File: src/rtl/muldiv_pkg.sv
// Shared types and helpers for the multicycle multiply/divide unit.
//   muldiv_op_t    : operation encoding presented on the op port.
//   muldiv_state_t : sequencer states (IDLE, RUN, FIX, DONE).
//   neg_if()       : conditional two's-complement negate, used for operand
//                    magnitudes and for the final sign correction.
package muldiv_pkg;

  typedef enum logic [1:0] {
    OP_MULT  = 2'b00,
    OP_MULTU = 2'b01,
    OP_DIV   = 2'b10,
    OP_DIVU  = 2'b11
  } muldiv_op_t;

  typedef enum logic [1:0] {
    IDLE = 2'b00,
    RUN  = 2'b01,
    FIX  = 2'b10,
    DONE = 2'b11
  } muldiv_state_t;

  // neg_if works on a fixed wide vector; callers zero-extend into it and keep
  // the low bits they need. This covers a 2*WIDTH product for WIDTH up to 64.
  localparam int NEG_W = 128;

  function automatic logic [NEG_W-1:0] neg_if(input logic [NEG_W-1:0] value,
                                               input logic             cond);
    return cond ? ((~value) + {{(NEG_W-1){1'b0}}, 1'b1}) : value;
  endfunction

endpackage

File: src/rtl/muldiv_step.sv
// Single-iteration combinational kernel for muldiv_unit.
//   mode_i : current operation; only multiply vs divide matters here.
//   acc_i  : 2*WIDTH accumulator {upper, lower}.
//            multiply: {partial product, remaining multiplier bits}
//            divide  : {partial remainder, remaining dividend / quotient bits}
//   opnd_i : multiplicand or divisor magnitude.
//   acc_o  : accumulator after one iteration.
module muldiv_step
  import muldiv_pkg::*;
#(
  parameter int WIDTH = 32
) (
  input  muldiv_op_t         mode_i,
  input  logic [2*WIDTH-1:0] acc_i,
  input  logic [WIDTH-1:0]   opnd_i,
  output logic [2*WIDTH-1:0] acc_o
);

  logic           is_div;
  logic [WIDTH:0] add_sum;
  logic [WIDTH:0] rem_shift;
  logic [WIDTH:0] rem_diff;

  always_comb begin
    is_div    = (mode_i == OP_DIV) || (mode_i == OP_DIVU);
    // Shift-add: the carry out of the upper half becomes the new top bit.
    add_sum   = {1'b0, acc_i[2*WIDTH-1:WIDTH]} + {1'b0, opnd_i};
    // Restoring divide: remainder shifted left with the next dividend bit.
    // The remainder stays below the divisor, so WIDTH+1 bits always suffice
    // and the top bit of the difference is a clean borrow flag.
    rem_shift = acc_i[2*WIDTH-1:WIDTH-1];
    rem_diff  = rem_shift - {1'b0, opnd_i};
    if (is_div) begin
      if (rem_diff[WIDTH]) begin
        acc_o = {rem_shift[WIDTH-1:0], acc_i[WIDTH-2:0], 1'b0};
      end else begin
        acc_o = {rem_diff[WIDTH-1:0], acc_i[WIDTH-2:0], 1'b1};
      end
    end else if (acc_i[0]) begin
      acc_o = {add_sum, acc_i[WIDTH-1:1]};
    end else begin
      acc_o = {1'b0, acc_i[2*WIDTH-1:1]};
    end
  end

endmodule

File: src/rtl/muldiv_unit.sv
// Multicycle integer multiply/divide unit with its own HI/LO registers.
//   Clk, reset       : rising-edge clock, asynchronous active-low reset.
//   start, op        : launch MULT/MULTU/DIV/DIVU on oper_A, oper_B.
//   hi_we, lo_we     : MTHI/MTLO writes of wdata, honoured only in IDLE.
//   busy, done       : busy while not IDLE; done is a one-cycle result pulse.
//   div_by_zero      : pulses with done when the divisor was zero.
//   hi, lo           : result registers (product {hi,lo}; remainder/quotient).
//   count            : iterations completed in the current operation.
// Handshake: start is accepted only on a cycle where busy=0 (the unit is in
// IDLE); there is no queueing, a start seen while busy is dropped. After
// acceptance busy stays high until and including the single done cycle, and
// hi/lo already hold the result during that done cycle.
module muldiv_unit
  import muldiv_pkg::*;
#(
  parameter  int WIDTH = 32,
  localparam int CNT_W = $clog2(WIDTH) + 1
) (
  input  logic             Clk,
  input  logic             reset,
  input  logic             start,
  input  logic [1:0]       op,
  input  logic [WIDTH-1:0] oper_A,
  input  logic [WIDTH-1:0] oper_B,
  input  logic             hi_we,
  input  logic             lo_we,
  input  logic [WIDTH-1:0] wdata,
  output logic             busy,
  output logic             done,
  output logic             div_by_zero,
  output logic [WIDTH-1:0] hi,
  output logic [WIDTH-1:0] lo,
  output logic [CNT_W-1:0] count
);

  muldiv_state_t      state_q, state_d;
  muldiv_op_t         op_q, op_d;
  logic [CNT_W-1:0]   count_q, count_d;
  logic [2*WIDTH-1:0] acc_q, acc_d;
  logic [WIDTH-1:0]   opnd_q, opnd_d;
  logic               neg_res_q, neg_res_d;  // quotient / product negative
  logic               neg_rem_q, neg_rem_d;  // remainder follows dividend sign
  logic               dbz_q, dbz_d;
  logic [WIDTH-1:0]   hi_q, hi_d;
  logic [WIDTH-1:0]   lo_q, lo_d;

  muldiv_op_t         op_in;
  logic               in_signed, in_div, sign_a, sign_b, run_div;
  logic [NEG_W-1:0]   a_ext, b_ext, prod_ext, quo_ext, rem_ext;
  logic [NEG_W-1:0]   mag_a_w, mag_b_w, prod_w, quo_w, rem_w;
  logic [2*WIDTH-1:0] step_acc;
  logic               unused_neg_bits;

  muldiv_step #(.WIDTH(WIDTH)) u_step (
    .mode_i (op_q),
    .acc_i  (acc_q),
    .opnd_i (opnd_q),
    .acc_o  (step_acc)
  );

  // Operand magnitudes on the way in, sign correction on the way out.
  always_comb begin
    op_in     = muldiv_op_t'(op);
    in_signed = (op_in == OP_MULT) || (op_in == OP_DIV);
    in_div    = (op_in == OP_DIV) || (op_in == OP_DIVU);
    run_div   = (op_q == OP_DIV) || (op_q == OP_DIVU);
    sign_a    = in_signed & oper_A[WIDTH-1];
    sign_b    = in_signed & oper_B[WIDTH-1];
    a_ext     = '0;
    a_ext[WIDTH-1:0] = oper_A;
    b_ext     = '0;
    b_ext[WIDTH-1:0] = oper_B;
    prod_ext  = '0;
    prod_ext[2*WIDTH-1:0] = acc_q;
    quo_ext   = '0;
    quo_ext[WIDTH-1:0] = acc_q[WIDTH-1:0];
    rem_ext   = '0;
    rem_ext[WIDTH-1:0] = acc_q[2*WIDTH-1:WIDTH];
    // MIN negates to 2^(WIDTH-1), which still fits as an unsigned magnitude.
    mag_a_w   = neg_if(a_ext, sign_a);
    mag_b_w   = neg_if(b_ext, sign_b);
    prod_w    = neg_if(prod_ext, neg_res_q);
    quo_w     = neg_if(quo_ext, neg_res_q);
    rem_w     = neg_if(rem_ext, neg_rem_q);
  end

  // Only the low bits of the wide helper results are meaningful.
  assign unused_neg_bits = ^{mag_a_w, mag_b_w, prod_w, quo_w, rem_w};

  always_comb begin
    state_d   = state_q;
    op_d      = op_q;
    count_d   = count_q;
    acc_d     = acc_q;
    opnd_d    = opnd_q;
    neg_res_d = neg_res_q;
    neg_rem_d = neg_rem_q;
    dbz_d     = dbz_q;
    hi_d      = hi_q;
    lo_d      = lo_q;
    unique case (state_q)
      IDLE: begin
        if (hi_we) hi_d = wdata;
        if (lo_we) lo_d = wdata;
        if (start) begin
          op_d  = op_in;
          dbz_d = 1'b0;
          if (in_div && (oper_B == '0)) begin
            // Divide by zero completes immediately; its result wins over a
            // same-cycle MTHI/MTLO write.
            dbz_d   = 1'b1;
            hi_d    = oper_A;
            lo_d    = '1;
            state_d = DONE;
          end else begin
            count_d   = '0;
            acc_d     = {{WIDTH{1'b0}}, mag_a_w[WIDTH-1:0]};
            opnd_d    = mag_b_w[WIDTH-1:0];
            neg_res_d = sign_a ^ sign_b;
            neg_rem_d = sign_a;
            state_d   = RUN;
          end
        end
      end
      RUN: begin
        acc_d   = step_acc;
        count_d = count_q + CNT_W'(1);
        if (count_q == CNT_W'(WIDTH - 1)) state_d = FIX;
      end
      FIX: begin
        if (run_div) begin
          lo_d = quo_w[WIDTH-1:0];
          hi_d = rem_w[WIDTH-1:0];
        end else begin
          {hi_d, lo_d} = prod_w[2*WIDTH-1:0];
        end
        state_d = DONE;
      end
      DONE: state_d = IDLE;
      default: state_d = IDLE;
    endcase
  end

  always_ff @(posedge Clk or negedge reset) begin
    if (!reset) begin
      state_q   <= IDLE;
      op_q      <= OP_MULT;
      count_q   <= '0;
      acc_q     <= '0;
      opnd_q    <= '0;
      neg_res_q <= 1'b0;
      neg_rem_q <= 1'b0;
      dbz_q     <= 1'b0;
      hi_q      <= '0;
      lo_q      <= '0;
    end else begin
      state_q   <= state_d;
      op_q      <= op_d;
      count_q   <= count_d;
      acc_q     <= acc_d;
      opnd_q    <= opnd_d;
      neg_res_q <= neg_res_d;
      neg_rem_q <= neg_rem_d;
      dbz_q     <= dbz_d;
      hi_q      <= hi_d;
      lo_q      <= lo_d;
    end
  end

  assign busy        = (state_q != IDLE);
  assign done        = (state_q == DONE);
  assign div_by_zero = (state_q == DONE) && dbz_q;
  assign hi          = hi_q;
  assign lo          = lo_q;
  assign count       = count_q;

endmodule

File: config.mk
export PLATFORM = sky130hd
export DESIGN_NAME = muldiv_unit
export DESIGN_NICKNAME = d
export VERILOG_FILES = /design/src/rtl/muldiv_pkg.sv /design/src/rtl/muldiv_step.sv /design/src/rtl/muldiv_unit.sv
export SDC_FILE = /design/constraint.sdc
export NUM_CORES = 1
export LEC_CHECK = 0
export CAP_MARGIN = 20
export CELL_PAD_IN_SITES_DETAIL_PLACEMENT = 0
export CELL_PAD_IN_SITES_GLOBAL_PLACEMENT = 1
export CORE_AREA = 2 2 183 185
export DETAILED_ROUTE_END_ITERATION = 7
export DIE_AREA = 0 0 185 187
export GPL_ROUTABILITY_DRIVEN = 0
export PLACE_DENSITY = 0.93
export SLEW_MARGIN = 20
export SYNTH_ARGS = -nofsm -noshare
export SYNTH_HDL_FRONTEND = slang
export SYNTH_SLANG_ARGS = --single-unit
File: constraint.sdc
create_clock -name Clk -period 7.7 [get_ports Clk]
set_input_delay 2.31 -clock Clk [delete_from_list [all_inputs] [get_ports Clk]]
set_output_delay 2.31 -clock Clk [all_outputs]
set_load 0.01 [all_outputs]
==> results of run 1 <==
[per-stage QoR]
step | utilization, % | area, µm² | setup WS, ns | hold WS (ns) | cells
floorplan | - | 14900 | 2.80 | 0.473 | 1872
global placement | 51.5 | 16900 | 1.55 | 0.496 | 2403
detailed placement | 51.5 | 16900 | 1.51 | 0.498 | 2403
CTS | 53.2 | 17500 | 1.94 | 0.512 | 2435
global route | 53.2 | 17500 | 1.64 | 0.541 | 2435
finish | 53.2 | 17500 | 1.86 | 0.512 | 2435
[flip-flops by register name, indices dropped and copies added, names as in the netlist]
signal     cells
neg_rem_q      1
neg_res_q      1
lo            32
op_q           1
hi            32
state_q        2
opnd_q        32
dbz_q          1
acc_q         64
count          6
[placed cells by master, fill, tap and decap left out, types with 9 or more instances in the layout]
cell             instances
a211oi_1                18
a21o_1                  24
a21oi_1                192
a221oi_1                32
a22o_1                  36
a31oi_1                 16
and3_1                  14
buf_4                   19
clkbuf_16               17
clkdlybuf4s50_1        174
dfrtp_1                171
ha_1                    71
inv_1                   74
mux2i_1                 49
nand2_1                197
nand2b_1                14
nand3_1                 23
nor2_1                 119
nor2b_1                 21
nor3_1                  55
nor4_1                  14
o211ai_1                20
o21a_1                  18
o21ai_0                178
o221ai_1                12
o22a_1                  11
o22ai_1                 21
o31a_1                   9
o31ai_1                 30
o41ai_1                 12
or2_2                    9
or3_1                   17
or4_1                   11
xnor2_1                 80
xor2_1                  76
[routing by layer]
layer	up-vias	share of wire (%)	global-route usage, %
met1	7269	42	40.1
met2	829	46	47.9
met5	-	0	0
met3	122	8.9	4.34
met4	0	3.5	10.1
li1	7094	-	-
[final timing paths]
| path | startpoint | endpoint | slack (ns) |
|---|---|---|---|
| worst max register to register | acc_q[32] | acc_q[55] | 3.43 |
| max in group asynchronous | reset | acc_q[56] | 4.54 |
| worst min register to register | lo[4] | lo[4] | 0.51 |
| worst min-delay path | lo[4] | lo[4] | 0.51 |
| worst max-delay path | oper_B[12] | hi[19] | 1.86 |
| min in group asynchronous | reset | lo[14] | 1.80 |
[layout make-up]
class	instances	area, µm²	share of cell area (%)
Sequential cell	172	4310	24.6
Multi-Input combinational cell	1514	9860	56.5
Timing Repair Buffer	195	1920	11.0
Inverter	74	278	1.59
Clock buffer	21	460	2.64
Tap cell	448	561	3.21
Clock inverter	11	87.6	0.501
[power groups by stage]
stage / combinational, mW / sequential, mW / clock (mW)
after detailed placement: 5.35 / 1.92 / 0
final: 5.48 / 1.92 / 0.831
after CTS: 5.38 / 1.90 / 0.831
after floorplan: 3.77 / 1.76 / 0
after global placement: 5.26 / 1.91 / 0
after global routing: 6.00 / 1.97 / 0.874
[cells by family after synthesis]
group / Yosys count / share of synthesized area, %
DFF: 172 / 28.9
and+or+nand+nor: 538 / 17.2
AOI/OAI and AO/OA: 691 / 29.7
xor gates and xnor gates: 156 / 9.18
buffers and inverters: 186 / 4.98
muxes: 54 / 3.67
adders and majority gates: 75 / 6.41
==> impl_metrics.py, run 1 <==
metrics = {
    "cts": {
        "cts_max_path_buffers": 2,
        "tritoncts": "yes",
        "insertion_delay_ns": 0.44,
        "cts-buffers-inserted": 17,
        "post_cts.repair.setup_buffers": 0,
        "holdBufCountCts": 0,
        "cts_htree_levels": 4,
        "clock_sinks": 172,
        "cts_root_buf": "clkbuf_16",
        "clk_pin_slew_ns": 0.07,
        "ctsResizeCount": 0,
    },
    "floorplanning": {
        "top_level_ports": 176,
        "die-area_um2": 34600,
        "core.rowCount": 67,
        "die_w_um": 185,
        "initial_core_util_pct": 45.3,
        "coreArea_um2": 32900,
        "die_h_um": 187,
    },
    "power": {
        "p_clk_share_pct": 10.1,
        "power.leakage_nw": 7.22,
        "p_total_mw": 8.24,
        "p_per_area_nw_per_um2": 472,
        "peakVddDrop_uv": 222,
        "combPwrFrac_pct": 66.6,
        "power_switching_mw": 4.21,
        "internal_power_mw": 4.03,
        "seqPwrFrac_pct": 23.3,
        "p_sw_share_pct": 51.1,
    },
    "synthesis": {
        "syn-num-nets": 2050,
        "yosysTopAreaCellShare_pct": 28.9,
        "ys_top_cells_by_count": "nand2_1, a21oi_1, o21ai_0, dfrtp_1, nor2_1",
        "synth_top_area_cell": "dfrtp_1",
        "avgSynthCellArea_um2": 7.95,
        "synth_seq_cells": 172,
        "synth_area_um2": 14900,
        "yosysWarnings": 0,
        "syn_inst": 1872,
        "ys.flop_type": "dfrtp_1",
        "synth-edff-count": 0,
        "synth_area_leaders": "dfrtp_1, a21oi_1, ha_1",
        "synth_async_sr_flop_share_pct": 100,
        "yosysUniqueCellTypes": 78,
        "synth.most_common_cell": "nand2_1",
        "synth_seq_area_share_pct": 28.9,
    },
    "global_route": {
        "antenna_found_initial": 0,
        "grt_pass1_wl_um": 80200,
        "grt_pass1_vias": 14059,
        "grt_util_all_layers_pct": 29.5,
        "overflow": 0,
        "grt_start_max_net_pins": 103,
    },
    "timing": {
        "clock_skew_ns": 0.0163,
        "period_minus_slack_ns": 5.84,
        "fmax_mhz": 171,
        "relSlewSlack_pct": 28.1,
        "max_slew.worst_pin.slew_ns": 1.08,
        "rsz0062_at_grt": "false",
        "timing_hold_violations_final": 0,
        "tns_ns": 0,
        "setup_viol": 0,
        "fin_crit_sh_pct": 75.9,
        "slew_viol_final": 0,
    },
    "route": {
        "route.detailed.drc": 0,
        "vias_per_cell": 6.29,
        "drtAntennaViolNets": 0,
        "dr.pass1.iters": 5,
        "drt_wl_total_um": 51700,
        "wl_per_cell_um": 21.2,
        "initialDrtViolationCount": 1687,
        "dr_total_vias": 15314,
    },
    "placed_design": {
        "dp_hpwl_um": 39700,
        "port_buffers": 175,
    },
    "status": {
        "status": "finished clean",
    },
    "layout": {
        "fillers": 3094,
        "area_growth_pct": 17.4,
        "nets": 2152,
        "diodes": 0,
        "drive_gt1_share_pct": 4.23,
    },
    "critical_path": {
        "cp.required_ns": 7.96,
        "r2r_cells": 12,
        "crit_family": "simple AND/OR/NAND/NOR gates",
        "worst-setup-path-type": "primary input to flop",
        "critical_path.max_stage_delay_ns": 0.66,
        "end_kind": "flop",
        "cp_slowest_cell": "nor3b_4",
        "cp_max_fo": 21,
        "critical_path.cell_chain": "clkdlybuf4s50_1 -> or4_4 -> or4_1 -> nor2_2 -> and3_1 -> nor3b_4 -> nor2b_2 -> buf_4 -> a22o_1 -> a221oi_1 -> a21oi_1",
        "cp_num_cells": 11,
        "cp_num_buf_inv": 2,
        "cp.arrival_ns": 6.10,
        "startpoint_type": "primary input",
    },
    "job": {
        "drv_cap": 0,
    },
    "hold_path": {
        "worstHoldPathType": "flop to flop",
        "hold_depth": 1,
    },
}
Note: power is estimated with default switching activity, not from simulation.
==> run 2, diff against run 1 <==
--- a/config.mk
+++ b/config.mk
@@ -8,11 +8,11 @@
 export CAP_MARGIN = 20
 export CELL_PAD_IN_SITES_DETAIL_PLACEMENT = 0
 export CELL_PAD_IN_SITES_GLOBAL_PLACEMENT = 1
-export CORE_AREA = 2 2 183 185
+export CORE_AREA = 2 2 199 201
 export DETAILED_ROUTE_END_ITERATION = 7
-export DIE_AREA = 0 0 185 187
+export DIE_AREA = 0 0 201 203
 export GPL_ROUTABILITY_DRIVEN = 0
-export PLACE_DENSITY = 0.93
+export PLACE_DENSITY = 0.84
 export SLEW_MARGIN = 20
 export SYNTH_ARGS = -nofsm -noshare
 export SYNTH_HDL_FRONTEND = slang
==> constraint.sdc (replaced) <==
create_clock -name Clk -period 4.9 [get_ports Clk]
set_input_delay 1.47 -clock Clk [delete_from_list [all_inputs] [get_ports Clk]]
set_output_delay 1.47 -clock Clk [all_outputs]
set_load 0.01 [all_outputs]
==> run 2 against run 1 <==
Net effect: critical path depth unchanged; final cell count grew 4.5%; first-iteration DRC count shrank 4.4%; via count grew 0.67%; die area is 18% higher; non-clock buffer count increased by 39; clock skew increased by 0.0018 ns.
==> impl_metrics.py, run 2 (same netlist as run 1, synthesis figures left out) <==
metrics = {
    "cts": {
        "cts_max_path_buffers": 2,
        "cts-buffers-inserted": 17,
        "tritoncts": "yes",
        "post_cts.repair.setup_buffers": 0,
        "cts_htree_levels": 4,
        "insertion_delay_ns": 0.46,
        "clk_pin_slew_ns": 0.09,
        "clock_sinks": 172,
        "holdBufCountCts": 0,
        "ctsResizeCount": 0,
        "cts_root_buf": "clkbuf_16",
    },
    "global_route": {
        "grt_start_max_net_pins": 103,
        "grt_pass1_vias": 14257,
        "gr-usage-met3_pct": 4.53,
        "grt_util_met2_pct": 41.2,
        "grt_util_all_layers_pct": 26.3,
        "use_met1_pct": 36.8,
        "top_usage_layer": "met2",
        "antenna_found_initial": 0,
        "overflow": 0,
        "grt_pass1_wl_um": 84200,
    },
    "layout": {
        "largest_reg_flops": 64,
        "nets": 2191,
        "diodes": 0,
        "drive_gt1_share_pct": 6.17,
        "area_growth_pct": 20.9,
        "top_register": "acc_q",
        "layout_common_cells": "nand2_1, a21oi_1, o21ai_0, clkdlybuf4s50_1, dfrtp_1",
        "layout_commonest_cell": "nand2_1",
        "fin_area_um2": 18000,
    },
    "floorplanning": {
        "die-area_um2": 40800,
        "die_h_um": 203,
        "die_w_um": 201,
        "top_level_ports": 176,
        "coreArea_um2": 38500,
        "initial_core_util_pct": 38.7,
        "core.rowCount": 72,
    },
    "critical_path": {
        "regToRegEndpoint": "acc_q[59]",
        "cp_slowest_cell": "or4_4",
        "startpoint_type": "primary input",
        "regToRegStartpoint": "acc_q[32]",
        "end_kind": "flop",
        "r2r_slack_ns": 0.76,
        "cp_max_fo": 17,
        "worst-setup-path-type": "primary input to flop",
        "critical_path.max_stage_delay_ns": 0.56,
        "r2r_cells": 12,
        "cp.arrival_ns": 4.81,
        "cp.required_ns": 5.20,
        "critical_path.cell_chain": "clkdlybuf4s50_1 -> or4_4 -> or4_1 -> nor2_2 -> and3_1 -> nor3b_4 -> nor2b_2 -> buf_12 -> a22o_1 -> a221oi_1 -> a21oi_1",
    },
    "timing": {
        "relSlewSlack_pct": 22.0,
        "timing_hold_violations_final": 0,
        "max_slew.worst_pin.slew_ns": 1.17,
        "worst_slack_ns": 0.388,
        "fin_crit_sh_pct": 92.1,
        "period_minus_slack_ns": 4.51,
        "setup_viol": 0,
        "clock_skew_ns": 0.0181,
        "fmax_mhz": 222,
        "slew_viol_final": 0,
        "rsz0062_at_grt": "false",
    },
    "route": {
        "vias_per_cell": 6.06,
        "route.detailed.drc": 0,
        "drtAntennaViolNets": 0,
        "dr_total_vias": 15417,
        "dr.pass1.iters": 6,
        "drt_wl_total_um": 54400,
        "wl_per_cell_um": 21.4,
        "initialDrtViolationCount": 1612,
    },
    "placed_design": {
        "port_buffers": 175,
        "pre_cts_ws_ns": -0.0924,
        "placed_area_um2": 17400,
        "dp_hpwl_um": 42500,
    },
    "power": {
        "p_clk_share_pct": 10.6,
        "seqPwrFrac_pct": 22.5,
        "p_sw_share_pct": 51.1,
        "power.leakage_nw": 7.49,
        "internal_power_mw": 6.52,
        "power_switching_mw": 6.80,
        "p_per_area_nw_per_um2": 740,
        "combPwrFrac_pct": 66.9,
        "peakVddDrop_uv": 332,
    },
    "hold_path": {
        "min_to": "lo[9]",
        "hp-start": "lo[9]",
        "worstHoldPathType": "flop to flop",
        "hold_depth": 1,
    },
    "job": {
        "drv_cap": 0,
    },
    "status": {
        "status": "finished clean",
    },
}
-- run 2: power by group through the flow --
stage / registers (mW) / clock network [mW] / logic [mW]
floorplan: 2.77 / 0 / 5.92
finish: 3.00 / 1.41 / 8.91
detailed placement: 3.00 / 0 / 8.71
global placement: 2.99 / 0 / 8.57
CTS: 2.97 / 1.42 / 8.76
global route: 3.09 / 1.48 / 9.70
-- run 2: how the worst max path moves through the flow --
stage                     cells past startpoint  slack, ns     end  startpoint
after floorplan                              11       0.84  hi[10]  oper_B[13]
after global placement                       11      -0.01  hi[12]  oper_B[13]
after detailed placement                     11      -0.09   hi[3]  oper_B[13]
after CTS                                    11       0.40   hi[2]  oper_B[13]
after global routing                         11       0.19  hi[17]  oper_B[13]
final                                        11       0.39   hi[3]  oper_B[13]
-- run 2: critical path, delay by kind of cell --
family	cells	cell delay (ns)
AO/OA/AOI/OAI	3	0.54
AND/OR/NAND/NOR	6	2.16
buffers and inverters	2	0.64
-- run 2: through the flow --
| stage | total power, mW | hold slack, ns | utilization (%) | setup TNS [ns] | cells |
|---|---|---|---|---|---|
| after floorplan | 8.69 | 0.473 | - | 0 | 1872 |
| after global placement | 11.6 | 0.496 | 45.2 | -0.0408 | 2512 |
| after detailed placement | 11.7 | 0.498 | 45.2 | -1.24 | 2512 |
| after CTS | 13.2 | 0.514 | 46.8 | 0 | 2544 |
| after global routing | 14.3 | 0.532 | 46.8 | 0 | 2544 |
| final | 13.3 | 0.509 | 46.8 | 0 | 2544 |
-- run 2: cell type report --
| class | count | area, µm² |
|---|---|---|
| clock buffers | 17 | 425 |
| clock inverters | 15 | 174 |
| fillers | 3784 | 20500 |
| well taps | 518 | 648 |
| multi-input cells | 1514 | 9860 |
| repair buffers | 234 | 2310 |
| inverters | 74 | 278 |
| flip-flops and latches | 172 | 4310 |
-- run 2: layer usage --
metal | vias up | part of all wire [%]
met5 | - | 0
li1 | 7171 | -
met1 | 7418 | 44
met4 | 0 | 2.9
met2 | 747 | 44
met3 | 81 | 8.5
